## config.mk

```make
export PLATFORM = sky130hd
export DESIGN_NAME = repl_order_tracker
export DESIGN_NICKNAME = d
export VERILOG_FILES = /design/src/rtl/repl_pkg.sv /design/src/rtl/repl_rank_cell.sv /design/src/rtl/repl_order_tracker.sv
export SDC_FILE = /design/constraint.sdc
export NUM_CORES = 1
export LEC_CHECK = 0
export ABC_AREA = 1
export CAP_MARGIN = 20
export CORE_MARGIN = 3
export CORE_UTILIZATION = 30
export DETAILED_ROUTE_END_ITERATION = 16
export PLACE_DENSITY_LB_ADDON = 0.1
export SETUP_SLACK_MARGIN = 0.05
export SKIP_CTS_REPAIR_TIMING = 1
export SLEW_MARGIN = 25
export SYNTH_ARGS = -nofsm -noshare
export SYNTH_HDL_FRONTEND = slang
export SYNTH_SLANG_ARGS = --single-unit
```

## constraint.sdc

```tcl
create_clock -name clk -period 3.92 [get_ports clk]
set_input_delay 0.784 -clock clk [delete_from_list [all_inputs] [get_ports clk]]
set_output_delay 0.784 -clock clk [all_outputs]
set_load 0.02 [all_outputs]
```

## src/rtl/repl_pkg.sv

```systemverilog
// Shared definitions for the replacement-order tracker: policy encodings
// and a constant-foldable log2 used to size rank fields.
package repl_pkg;

  localparam int REPL_FIFO = 0;
  localparam int REPL_LRU  = 1;

  // Ceiling log2; returns the number of bits needed to index n entries.
  function automatic int clog2(input int n);
    int r;
    int v;
    r = 0;
    v = 1;
    while (v < n) begin
      v = v * 2;
      r = r + 1;
    end
    return r;
  endfunction

endpackage

```

## src/rtl/repl_rank_cell.sv

```systemverilog
// One way's age rank. Loads its index on reset, then moves by at most one
// step per cycle under control of the top-level compare logic.
// Priority: load_max > load_min > dec > inc > hold.
module repl_rank_cell #(
  parameter int RW = 3
) (
  input  logic          clk,
  input  logic          reset,
  input  logic [RW-1:0] init,
  input  logic          load_max,
  input  logic          load_min,
  input  logic          dec,
  input  logic          inc,
  output logic [RW-1:0] rank
);

  logic [RW-1:0] rank_d;
  logic [RW-1:0] rank_q;

  // Next-rank selection; WAYS is a power of two so the maximum rank is all ones.
  always_comb begin
    rank_d = rank_q;
    if (load_max) begin
      rank_d = {RW{1'b1}};
    end else if (load_min) begin
      rank_d = {RW{1'b0}};
    end else if (dec) begin
      rank_d = rank_q - RW'(1'b1);
    end else if (inc) begin
      rank_d = rank_q + RW'(1'b1);
    end else begin
      rank_d = rank_q;
    end
  end

  // Rank register with synchronous reset to the way's initial position.
  always_ff @(posedge clk) begin
    if (reset) begin
      rank_q <= init;
    end else begin
      rank_q <= rank_d;
    end
  end

  assign rank = rank_q;

endmodule

```

## src/rtl/repl_order_tracker.sv

```systemverilog
// Per-set replacement-order tracker. Keeps a rank permutation and valid
// bits for WAYS ways, applies one of fill/invalidate/hit per cycle and
// presents the next victim way decoded from registered state only.
module repl_order_tracker
  import repl_pkg::*;
#(
  parameter  int WAYS = 8,
  parameter  int MODE = REPL_FIFO,
  localparam int RW   = clog2(WAYS)
) (
  input  logic               clk,
  input  logic               reset,
  input  logic               fill_vld,
  input  logic [RW-1:0]      fill_way,
  input  logic               hit_vld,
  input  logic [RW-1:0]      hit_way,
  input  logic               inv_vld,
  input  logic [RW-1:0]      inv_way,
  output logic [RW-1:0]      victim_way,
  output logic               all_valid,
  output logic [WAYS*RW-1:0] ranks,
  output logic [WAYS-1:0]    valid
);

  localparam logic MODE_LRU = (MODE == REPL_LRU);

  logic [WAYS-1:0] valid_d;
  logic [WAYS-1:0] valid_q;
  logic [RW-1:0]   rank_s [WAYS];

  logic            do_fill_s;
  logic            do_inv_s;
  logic            do_hit_s;
  logic            promote_s;
  logic [RW-1:0]   op_way_s;
  logic [RW-1:0]   ref_rank_s;

  logic [WAYS-1:0] load_max_s;
  logic [WAYS-1:0] load_min_s;
  logic [WAYS-1:0] dec_s;
  logic [WAYS-1:0] inc_s;

  logic [RW-1:0]   victim_s;
  logic            found_s;

  // Operation priority: fill beats invalidate beats hit; losers are dropped.
  always_comb begin
    do_fill_s = 1'b0;
    do_inv_s  = 1'b0;
    do_hit_s  = 1'b0;
    op_way_s  = hit_way;
    if (fill_vld) begin
      do_fill_s = 1'b1;
      op_way_s  = fill_way;
    end else if (inv_vld) begin
      do_inv_s  = 1'b1;
      op_way_s  = inv_way;
    end else if (hit_vld && MODE_LRU && valid_q[hit_way]) begin
      do_hit_s  = 1'b1;
      op_way_s  = hit_way;
    end else begin
      op_way_s  = hit_way;
    end
    promote_s  = do_fill_s | do_hit_s;
    ref_rank_s = rank_s[op_way_s];
  end

  // Per-way compare against the target's current rank drives the cell controls.
  always_comb begin
    load_max_s = '0;
    load_min_s = '0;
    dec_s      = '0;
    inc_s      = '0;
    for (int i = 0; i < WAYS; i++) begin
      if (op_way_s == RW'(i)) begin
        load_max_s[i] = promote_s;
        load_min_s[i] = do_inv_s;
      end else begin
        dec_s[i] = promote_s && (rank_s[i] > ref_rank_s);
        inc_s[i] = do_inv_s  && (rank_s[i] < ref_rank_s);
      end
    end
  end

  // Valid-bit next state: fill sets, invalidate clears, hits never touch it.
  always_comb begin
    valid_d = valid_q;
    if (do_fill_s) begin
      valid_d[fill_way] = 1'b1;
    end else if (do_inv_s) begin
      valid_d[inv_way] = 1'b0;
    end else begin
      valid_d = valid_q;
    end
  end

  // Valid register; reset overrides any request in the same cycle.
  always_ff @(posedge clk) begin
    if (reset) begin
      valid_q <= '0;
    end else begin
      valid_q <= valid_d;
    end
  end

  for (genvar g = 0; g < WAYS; g++) begin : g_way
    repl_rank_cell #(
      .RW(RW)
    ) u_cell (
      .clk      (clk),
      .reset    (reset),
      .init     (RW'(g)),
      .load_max (load_max_s[g]),
      .load_min (load_min_s[g]),
      .dec      (dec_s[g]),
      .inc      (inc_s[g]),
      .rank     (rank_s[g])
    );
    assign ranks[g*RW +: RW] = rank_s[g];
  end

  // Victim: lowest-index invalid way, else the way holding rank 0.
  always_comb begin
    victim_s = '0;
    found_s  = 1'b0;
    for (int i = 0; i < WAYS; i++) begin
      if (!found_s && !valid_q[i]) begin
        victim_s = RW'(i);
        found_s  = 1'b1;
      end else begin
        found_s  = found_s;
      end
    end
    for (int i = 0; i < WAYS; i++) begin
      if (!found_s && (rank_s[i] == '0)) begin
        victim_s = RW'(i);
        found_s  = 1'b1;
      end else begin
        found_s  = found_s;
      end
    end
  end

  assign victim_way = victim_s;
  assign all_valid  = &valid_q;
  assign valid      = valid_q;

endmodule

```

# Word-level counts from Yosys, hierarchy flattened
# Index checks and enable logic that the tools add are counted.
# op_classes
add_sub_neg	16
order_cmp	21
eq_ne	7
n_mux	107
bitwise	4
n_reduce_logical	86
# ops
operator	n
3-bit two-way mux	46
1-bit two-way mux	54
1-bit logical AND	33
4-bit nonzero test	7
3-bit logical NOT	9
3-bit by 1-bit adder with 3-bit output, second input constant	8
3-bit > comparator	8
3-bit less-than comparator	8
3-bit by 1-bit subtractor with 3-bit output, second input constant	8
1-bit logical NOT	21
3-bit nonzero test	7
8-bit two-way mux	2
2-bit OR reduction	7
3-bit == test, second input constant	4
3-bit binary-select mux with 3-bit select	1
8-bit AND	1
3-bit by 4-bit less-than comparator with 1-bit output, second input constant	2
8-bit NOT	1
8-bit OR	1
8-bit AND reduction	1
1-bit demux with 3-bit select	2
3-bit by 2-bit == test with 1-bit output, second input constant	2
3-bit by 1-bit greater-or-equal comparator with 1-bit output, second input constant	2
4-bit greater-or-equal comparator, second input constant	1
4 further kinds	5
# word_totals
reg_bits	32
input_bits	14
output_inout_bits	36
wordCells	256

# Depth between registers and ports, before layout
# depth
word_depth	45
ltp_mapped	26
mapped_depth_nobuf	26

# By module
# Synthesis repeated with hierarchy kept, for this count alone.
# unflattened
cells_unflattened	538
hier_area_um2	3608.5
# by_module_without_submodules
mod	instances	cells_each	area_per_inst_um2	seq_area_each_um2
repl_order_tracker	1	330	1846.8	160.2
repl_rank_cell	8	26	220.2	90.1

# Worst setup path after synthesis
# Ideal clock, no wire load.
# synth_path
path_kind	input port to flip-flop
startpoint	input fill_vld
endpoint	register g_way[2].u_cell.rank_q[2]
setup_time_ps	109
arrival_ps	3733
required_ps	3811
path_slack_ps	79
stages	24
path_buffers	1
path_cell_list	buf_6 -> nor2_4 -> nand2_2 -> nand3_4 -> inv_1 -> nor2_1 -> inv_1 -> nor2_1 -> nor4_1 -> a21oi_1 -> ha_1 -> nand3_1 -> nand2_1 -> inv_1 -> nand2_1 -> nand2_1 -> inv_1 -> fa_1 -> xnor2_1 -> nand3b_1 -> nand3_1 -> nand3_1 -> nand2_1 -> inv_1
# synth_via
elab_chain_len	11
elab_cells_between_ends	20
cone_classes	2 x order compare; 1 x eq/ne; 13 x mux; 1 x bitwise; 3 x reduce/logical
# synth_lines
item	line	source
start, declared	repl_order_tracker.sv:13	input logic fill_vld,
3-bit two-way mux	repl_order_tracker.sv:52	if (fill_vld) begin
3-bit NOT with 4-bit output (implied by the code)	repl_order_tracker.sv:65	ref_rank_s = rank_s[op_way_s];
3-bit binary-select mux with 3-bit select	repl_order_tracker.sv:65	
3-bit two-way mux (implied by the code) (2 in series)	repl_order_tracker.sv:65	
3-bit > comparator	repl_order_tracker.sv:79	dec_s[i] = promote_s && (rank_s[i] > ref_rank_s);
1-bit logical AND	repl_order_tracker.sv:79	
1-bit two-way mux	repl_order_tracker.sv:75	if (op_way_s == RW'(i)) begin
3-bit two-way mux	repl_rank_cell.sv:27	end else if (dec) begin
3-bit two-way mux	repl_rank_cell.sv:25	end else if (load_min) begin
3-bit two-way mux	repl_rank_cell.sv:23	if (load_max) begin
end signal, assigned	repl_rank_cell.sv:39	rank_q <= init;
end signal, assigned	repl_rank_cell.sv:41	rank_q <= rank_d;
end, declared	repl_rank_cell.sv:18	logic [RW-1:0] rank_q;
# Several ways; a longest one is shown, not always the timed one. The select of a mux whose other input is x is not followed.
# A chain may end at the register's enable or synchronous reset.

# Final worst setup path
# layout_path
startpoint	input fill_vld
endpoint	register g_way[1].u_cell.rank_q[2]
# layout_via
elab_chain_len	11
elab_cells_between_ends	20
cone_classes	2 x order compare; 1 x eq/ne; 13 x mux; 1 x bitwise; 3 x reduce/logical
# layout_lines
item	line
3-bit two-way mux	repl_order_tracker.sv:52
3-bit NOT with 4-bit output (implied by the code)	repl_order_tracker.sv:65
3-bit binary-select mux with 3-bit select	repl_order_tracker.sv:65
3-bit two-way mux (implied by the code) (2 in series)	repl_order_tracker.sv:65
3-bit > comparator	repl_order_tracker.sv:79
1-bit logical AND	repl_order_tracker.sv:79
1-bit two-way mux	repl_order_tracker.sv:75
3-bit two-way mux	repl_rank_cell.sv:27
3-bit two-way mux	repl_rank_cell.sv:25
3-bit two-way mux	repl_rank_cell.sv:23
end signal, assigned	repl_rank_cell.sv:39
end signal, assigned	repl_rank_cell.sv:41
end, declared	repl_rank_cell.sv:18
# Several ways; a longest one is shown, not always the timed one. The select of a mux whose other input is x is not followed.

==> flow_metrics.py <==
metrics = {
    "synthesis": {
        "synth-xor-area-share_pct": 2.049,
        "yosys.area_share.simple_pct": 42.92,
        "synthCells": 551,
        "ys_seq_area_share_pct": 18.73,
        "syn_nets": 589,
        "synth_edf_count": 0,
        "synth.cell_area_mm2": 0.003420,
        "muxShareOfSynthArea_pct": 0,
        "synth_seq_cells": 32,
        "synth_common_cells": "inv_1, nand2_1, nand3_1",
        "syn_avg_cell_area_um2": 6.206,
        "async_flop_share_pct": 0,
        "yosysTopAreaCellShare_pct": 18.73,
        "yosysMostFrequentCell": "inv_1",
        "synthAdderAreaFrac_pct": 10.54,
        "synth_ff_type": "dfxtp_1",
        "synth_top_family_by_area": "simple AND/OR/NAND/NOR gates",
        "yosys_warnings": 0,
        "synthTopCellsByArea": "dfxtp_1, inv_1, nand2_1",
        "synth_compound_area_share_pct": 11.86,
        "yosys.area.top_type": "dfxtp_1",
        "yosysUniqueCellTypes": 43,
    },
    "setup_path": {
        "worstSetupStartpointType": "primary input",
        "critPathKind": "primary input to flip-flop",
        "cp_slowest_cell": "fa_1",
        "cp.depth": 23,
        "reg2regPathDepth": 17,
        "crit_family": "simple AND/OR/NAND/NOR gates",
        "crit_top_cell": "inv_1",
        "crit_start": "fill_vld",
        "r2r_setup_slack_ns": 0.91,
        "path_cells": "dlymetal6s2s_1 -> buf_6 -> inv_4 -> or2_4 -> nand3_4 -> nor2_4 -> buf_4 -> a221oi_2 -> a21oi_2 -> buf_6 -> ha_4 -> inv_1 -> o21bai_1 -> inv_1 -> nand2_1 -> nand2_2 -> fa_1 -> xor2_1 -> nand3b_1 -> nand3_1 -> nand3_1 -> nand2_1 -> inv_1",
        "critPathBufInv": 8,
        "rr_startpoint": "g_way[0].u_cell.rank[2]",
        "crit_path_max_fanout": 6,
        "critPathRequiredTime_ns": 4.11,
        "worstPathArrival_ns": 3.86,
        "max_stage_delay_ns": 0.37,
        "end_kind": "flip-flop",
    },
    "timing": {
        "hold_violations": 0,
        "timing.fmax_mhz": 272.6,
        "skew_ns": 0.006921,
        "drv_slew": 0,
        "fin_crit_sh_pct": 93.58,
        "rsz0062_at_grt": "no",
        "worst_pin_slew_ns": 0.6733,
        "setup_violations": 0,
        "finalCriticalPeriod_ns": 3.668,
        "slew_headroom_pct": 54.97,
    },
    "detailed_routing": {
        "detail-route-antenna-nets": 0,
        "firstDrtPassIters": 4,
        "drtIter0Drc": 185,
        "drc": 0,
        "routed_wl_mm": 11.81,
        "post_drt_wl_per_cell_um": 14.36,
        "via_per_inst": 4.827,
        "num_vias": 3968,
    },
    "power_and_ir_drop": {
        "power.density_mw_per_mm2": 694.5,
        "finalPower_mw": 3.497,
        "ir_drop_mv": 0.2840,
        "p_leak_nw": 2.607,
    },
    "clock_tree": {
        "cts_tree": "built",
        "htree_levels": 2,
        "cts_num_sinks": 32,
        "insertion_delay_ns": 0.30,
        "cts_inserted_buffers": 5,
        "cts-root-buf": "clkbuf_16",
        "cts_buffer_depth": 2,
        "clkTransAtPathRegs_ns": 0.06,
    },
    "placement": {
        "dp.cells": 804,
        "dp_hpwl_mm": 9.359,
        "dpl-instance-area_mm2": 0.004571,
        "portBuffers": 48,
        "gp_congestion": 0.9174,
    },
    "finish": {
        "drive_gt1_share_pct": 23.75,
        "fin_nets": 719,
        "final_cells": 822,
        "syn2layout_area_growth_pct": 47.24,
        "final_area_mm2": 0.005035,
        "antenna_cells": 0,
    },
    "global_route": {
        "grt_pass1_vias": 3786,
        "grt_use_total_pct": 18.91,
        "antenna_found_initial": 0,
        "grt_pass1_wl_mm": 19.14,
        "grt_overflow_total": 0,
        "grt_max_degree": 14,
    },
    "min_path": {
        "hold_path_class": "flip-flop to flip-flop",
        "hold_start": "valid[0]",
        "hold_depth": 2,
    },
    "job": {
        "cap_violations": 0,
    },
    "run_status": {
        "run_status": "finished clean",
    },
    "floorplanning": {
        "die_h_um": 112.8,
        "num_rows": 38,
        "die-area_mm2": 0.01272,
        "ioPinCount": 50,
        "die_w_um": 112.8,
        "initial_core_util_pct": 31.13,
        "core_area_mm2": 0.01098,
    },
}
[where the power goes]
group | switching (mW) | total (mW) | internal, mW
logic | 1.25 | 2.35 | 1.10
registers | 0.245 | 0.682 | 0.437
clock network | 0.165 | 0.464 | 0.299
total | 1.66 | 3.50 | 1.84
[metal layers]
metal  wire length [um]  part of all wire (%)  vias to the layer above  global-route usage, %
met5                  0                     0                        -                      0
met2               5688                    48                       66                  31.60
met1               5506                    47                     1834                  24.81
met3                462                   3.9                        9                  3.690
met4                147                   1.2                        0                  5.449
li1                   -                     -                     2059                      -
[path summary, 6_finish.rpt]
path,to
worst min register to register,valid[0]
worst min-delay path,valid[0]
worst max register to register,g_way[1].u_cell.rank[2]
worst max-delay path,g_way[1].u_cell.rank[2]
[registers in the layout, indices dropped and copies added, names as in the netlist]
signal and flops:
g_way.u_cell.rank 24, valid 8
[layout by cell type (no fill, tap or decap), drive strengths merged, types with 5 or more instances in the layout]
| master | netlist | layout |
|---|---|---|
| inv | 116 | 116 |
| fa | 8 | 8 |
| ha | 16 | 16 |
| clkdlybuf4s50 | 0 | 37 |
| clkbuf | 3 | 7 |
| a21oi | 22 | 22 |
| nor2 | 56 | 56 |
| dfxtp | 32 | 32 |
| nand3b | 7 | 7 |
| nand3 | 70 | 70 |
| dlymetal6s2s | 0 | 10 |
| xnor2 | 5 | 5 |
| o21ai | 28 | 28 |
| nor3 | 11 | 11 |
| nand4 | 25 | 25 |
| buf | 3 | 81 |
| nand2 | 120 | 120 |
[logic make-up (layout without fill, tap and decap cells)]
group,count (synthesis),count (layout)
flip-flops,32,32
AND/OR/NAND/NOR,296,296
buffers and inverters,122,253
XOR/XNOR,8,8
AO/OA/AOI/OAI,69,69
adder cells (fa/ha/maj),24,24
[tightest hold or removal path, cell delays in order (launching register included)]
cell     delay (ns)
dfxtp_1        0.33
inv_1          0.09
a21oi_1        0.06
[stage by stage]
| step | TNS [ns] | hold WS, ns | utilization, % | setup slack [ns] |
|---|---|---|---|---|
| global route | 0 | 0.5513 | 45.84 | 0.01391 |
| finish | 0 | 0.5310 | 45.84 | 0.2515 |
| global placement | -5.876 | 0.5271 | 41.62 | -0.5551 |
| detailed placement | -6.491 | 0.5204 | 41.62 | -0.5555 |
| CTS | -1.619 | 0.5338 | 43.11 | -0.2583 |
| floorplan | 0 | 0.5745 | - | 0.07870 |
[final cells by class]
type	count	area (um^2)
Fill cell	1155	5948
Tap cell	140	175.2
Sequential cell	32	640.6
Clock inverter	2	35.03
Multi-Input combinational cell	397	2494
Timing Repair Buffer	129	1124
Inverter	116	437.9
Clock buffer	6	128.9
(Power assumes the default switching activity.)
